`src/rtl/uart_rx.sv`:
```
// UART receiver: 8 data bits LSB first, even parity, one stop bit, sampled mid-bit.
// Frames that end in a low stop bit park in BREAK until the line returns high.
module uart_rx #(
    parameter int CLKS_PER_BIT = 8
) (
    input  logic       clk,
    input  logic       ret,
    input  logic       rx,
    output logic [7:0] data,
    output logic       rx_valid,
    output logic       parity_err,
    output logic       frame_err,
    output logic       busy
);
    localparam int CW = (CLKS_PER_BIT > 2) ? $clog2(CLKS_PER_BIT) : 1;
    localparam logic [CW-1:0] HALF_M1 = CW'(CLKS_PER_BIT / 2 - 1);
    localparam logic [CW-1:0] FULL_M1 = CW'(CLKS_PER_BIT - 1);

    typedef enum logic [2:0] {
        IDLE, START, DATA, PARITY, STOP, BREAK
    } state_t;

    state_t        state_reg, state_next;
    logic [CW-1:0] cnt_reg, cnt_next;
    logic [2:0]    bit_reg, bit_next;
    logic [7:0]    shift_reg, shift_next;
    logic          par_reg, par_next;
    logic [7:0]    data_reg, data_next;
    logic          rx_valid_reg, rx_valid_next;
    logic          parity_err_reg, parity_err_next;
    logic          frame_err_reg, frame_err_next;
    logic          sync1_reg, rx_s;
    logic          sample_tick;

    always_ff @(posedge clk or negedge ret) begin
        if (!ret) begin
            sync1_reg      <= 1'b1;
            rx_s           <= 1'b1;
            state_reg      <= IDLE;
            cnt_reg        <= '0;
            bit_reg        <= '0;
            shift_reg      <= '0;
            par_reg        <= 1'b0;
            data_reg       <= 8'h00;
            rx_valid_reg   <= 1'b0;
            parity_err_reg <= 1'b0;
            frame_err_reg  <= 1'b0;
        end else begin
            sync1_reg      <= rx;
            rx_s           <= sync1_reg;
            state_reg      <= state_next;
            cnt_reg        <= cnt_next;
            bit_reg        <= bit_next;
            shift_reg      <= shift_next;
            par_reg        <= par_next;
            data_reg       <= data_next;
            rx_valid_reg   <= rx_valid_next;
            parity_err_reg <= parity_err_next;
            frame_err_reg  <= frame_err_next;
        end
    end

    // The start bit is sampled half a bit in; every later bit one full bit after that.
    assign sample_tick = (state_reg == START) ? (cnt_reg == HALF_M1) : (cnt_reg == FULL_M1);

    always_comb begin
        state_next      = state_reg;
        cnt_next        = cnt_reg + CW'(1);
        bit_next        = bit_reg;
        shift_next      = shift_reg;
        par_next        = par_reg;
        data_next       = data_reg;
        rx_valid_next   = 1'b0;
        parity_err_next = parity_err_reg;
        frame_err_next  = frame_err_reg;
        if (state_reg != IDLE && state_reg != BREAK && sample_tick)
            cnt_next = '0;
        case (state_reg)
            IDLE: begin
                cnt_next = '0;
                if (!rx_s) begin
                    state_next = START;
                    bit_next   = '0;
                end
            end
            START: begin
                if (sample_tick)
                    state_next = rx_s ? IDLE : DATA;
            end
            DATA: begin
                if (sample_tick) begin
                    shift_next = {rx_s, shift_reg[7:1]};
                    bit_next   = bit_reg + 3'd1;
                    if (bit_reg == 3'd7)
                        state_next = PARITY;
                end
            end
            PARITY: begin
                if (sample_tick) begin
                    par_next   = rx_s;
                    state_next = STOP;
                end
            end
            STOP: begin
                if (sample_tick) begin
                    data_next       = shift_reg;
                    parity_err_next = par_reg ^ (^shift_reg);
                    frame_err_next  = ~rx_s;
                    rx_valid_next   = 1'b1;
                    state_next      = rx_s ? IDLE : BREAK;
                end
            end
            BREAK: begin
                cnt_next = '0;
                if (rx_s)
                    state_next = IDLE;
            end
            default: state_next = IDLE;
        endcase
    end

    assign data       = data_reg;
    assign rx_valid   = rx_valid_reg;
    assign parity_err = parity_err_reg;
    assign frame_err  = frame_err_reg;
    assign busy       = (state_reg != IDLE);
endmodule

```
`config.mk`:
```
export PLATFORM = sky130hd
export DESIGN_NAME = uart_rx
export DESIGN_NICKNAME = d
export VERILOG_FILES = /design/src/rtl/uart_rx.sv
export SDC_FILE = /design/constraint.sdc
export NUM_CORES = 1
export LEC_CHECK = 0
export ABC_AREA = 1
export ABC_CLOCK_PERIOD_IN_PS = 1900
export CORE_UTILIZATION = 50
export DETAILED_ROUTE_END_ITERATION = 12
export PLACE_DENSITY = 0.74
export SLEW_MARGIN = 40
export SYNTH_ARGS = -nofsm -noshare
export SYNTH_HDL_FRONTEND = slang
export SYNTH_SLANG_ARGS = --single-unit
```
`constraint.sdc`:
```
create_clock -name clk -period 1.9 [get_ports clk]
set_clock_uncertainty 0.15 [all_clocks]
set_input_delay 0.19 -clock clk [delete_from_list [all_inputs] [get_ports clk]]
set_output_delay 0.19 -clock clk [all_outputs]
set_load 0.01 [all_outputs]
```
==> reports/qor.yml <==
status:
  outcome: "complete, no violations"
synthesis:
  ys_ff_latch: 31
  yosysSeqAreaShare: 0.527
  synth_largest_area_cell: "dfrtp_1"
  syn_area_per_cell_sq_um: 8.07
  synth_area_leaders: "dfrtp_1 49%, nand2_1 15%, nand3_1 5.8%, inv_1 5.3%, o21ai_0 4.4%"
  syn_nets: 189
  syn_inst: 183
  ys_warn_count: 0
  syn_area_sq_um: 1480
  synth_top_area_share: 0.491
  synth.distinct_cells: 23
floorplan:
  die_y_um: 56.4
  rows: 19
  core_sq_um: 2780
  ios: 15
  die_w_um: 56.4
  die_area_sq_um: 3180
  initial_utilization: 0.531
detailed_routing:
  ant_nets: 0
  wl_per_cell_um: 11.0
  drc: 0
  first_pass_iters: 4
  drtIter0Drc: 52
  vias_per_cell: 5.13
  num_vias: 1196
  wirelength_um: 2550
power:
  pwr_density_cell_nw_per_um2: 1070
  p_leak_nw: 0.854
  ir_drop_uv: 781
clock_network:
  clock-sinks: 31
  cts_buffer_depth: 2
  insertion_delay_ns: 0.32
  cts_htree_levels: 2
  cts-hold-fix-buffers: 0
  cts-root-buf: "clkbuf_4"
  cts.reportedPaths.clkPinSlew_ns: 0.09
  cts_buffers: 5
  cts_tree: "yes"
timing:
  maxSlewHeadroom: 0.745
  final.period_utilization: 0.894
  max_slew.worst_pin.slew_ns: 0.383
  timing.hold.ws_ns: 0.103
  finalSetupViolCount: 0
  rsz0062_at_grt: "no"
  finalMaxSlewViolations: 0
  clock.fmax_ghz: 0.589
  tns_ns: 0
  hold_violations: 0
  fin_ws_ns: 0.202
  fin_crit_ns: 1.70
layout:
  syn2layout_area_growth_pct: 15.4
  multiInputGateArea_sq_um: 563
  n_antenna_cell: 0
  fillCellCount: 252
  utilization: 0.613
  stdcell_count: 233
  drive_gt1_frac: 0.119
  regArea_sq_um: 781
  fin_nets: 207
setup_path:
  crit_chain: "nor2_2, nand2_1, dlygate4sd2_1"
  cp-end-kind: "primary output"
  cp_slowest_cell: "dfrtp_2"
  path_delay_family: "flip-flops"
  crit_buf_inv: 1
  cp_max_fo: 6
  cp-start-kind: "flop"
  slowest_delay_ns: 0.45
  cp.required_ns: 1.56
  cp.arrival_ns: 1.36
  path_class: "flop to primary output"
global_route:
  grt_pass1_vias: 1088
  antenna_found_initial: 0
  grt_usage: 0.193
  grt_max_degree: 32
  grt_pass1_wl_um: 4620
  gr-total-overflow: 0
place:
  place_hpwl_um: 1840
  gp_congestion: 0.800
  port_buffers: 14
  preCtsSetupSlack_ns: 0.229
  dp.cells: 225
flow_run:
  maxCapViolCount: 0
min_path:
  hold_class: "input pin to asynchronous set/reset pin"
==> final timing paths <==
| path | start | cells after the start | end | slack (ns) |
|---|---|---|---|---|
| max | state_reg[1] | 3 | busy | 0.20 |
| min reg2reg | sync1_reg | 0 | rx_s | 0.21 |
| min | ret | 2 | shift_reg[1] | 0.10 |
| max reg2reg | state_reg[0] | 9 | bit_reg[2] | 0.25 |
| max in group asynchronous | ret | 2 | sync1_reg | 1.18 |
| min in group clk | rx | 1 | sync1_reg | 0.12 |
==> layer usage <==
metal,track usage,vias up,part of all wire
li1,-,611,-
met1,0.253,555,0.49
met2,0.296,24,0.45
met3,0.0622,6,0.042
met4,0.0836,0,0.018
met5,0,-,0
==> where the power goes <==
part | internal (W) | total [W] | switching, W
Sequential | 0.000753 | 0.000850 | 0.0000969
Combinational | 0.000195 | 0.000543 | 0.000348
Clock | 0.000218 | 0.000429 | 0.000211
==> cell usage in the layout, fill, tap and decap left out <==
master	instances
nand2_1	61
dfrtp_1	27
inv_1	21
nand3_1	17
o21ai_0	13
clkdlybuf4s50_1	13
o21ai_1	9
nor2_1	8
clkbuf_4	5
inv_2	4
ha_1	3
nor2_2	2
nand2_2	2
clkbuf_8	2
buf_4	2
dfstp_2	2
dfrtp_2	2
inv_4	1
nand3_2	1
nand4_1	1
a211oi_1	1
a21oi_2	1
nor3_1	1
xor2_1	1
clkbuf_1	1
dlygate4sd2_1	1
==> timing repair <==
action	in CTS	in global routing
resized for setup	4	0
hold endpoints to repair	0	0
buffers inserted	0	0
endpoints found under the setup margin	1	0
==> per-stage QoR <==
stage / power, W / area, sq um
2_1_floorplan: 0.00127 / 1480
5_1_grt: 0.00197 / 1710
4_1_cts: 0.00185 / 1710
3_3_place_gp: 0.00138 / 1630
3_5_place_dp: 0.00141 / 1630
6_report: 0.00182 / 1710
==> layout make-up <==
cell class,instances,area share
Sequential cell,31,0.458
Clock buffer,8,0.0404
Multi-Input combinational cell,121,0.330
Inverter,26,0.0587
Timing Repair Buffer,16,0.0902
Tap cell,31,0.0227
==> cell usage after synthesis (all sizes together) <==
cell type / count
clkbuf: 1
ha: 3
nand3: 18
a21oi: 1
buf: 4
xor2: 1
nor3: 1
nand2: 63
a211oi: 1
nand4: 1
dfstp: 2
nor2: 10
inv: 26
dfrtp: 29
o21ai: 22
==> cell families after synthesis <==
family | synth area share
adder cells (fa/ha/maj) | 0.0254
AO/OA/AOI/OAI | 0.0855
AND/OR/NAND/NOR | 0.262
XOR/XNOR | 0.00593
buffers and inverters | 0.0940
flip-flops | 0.527
Note: power is estimated with default switching activity, not from simulation.
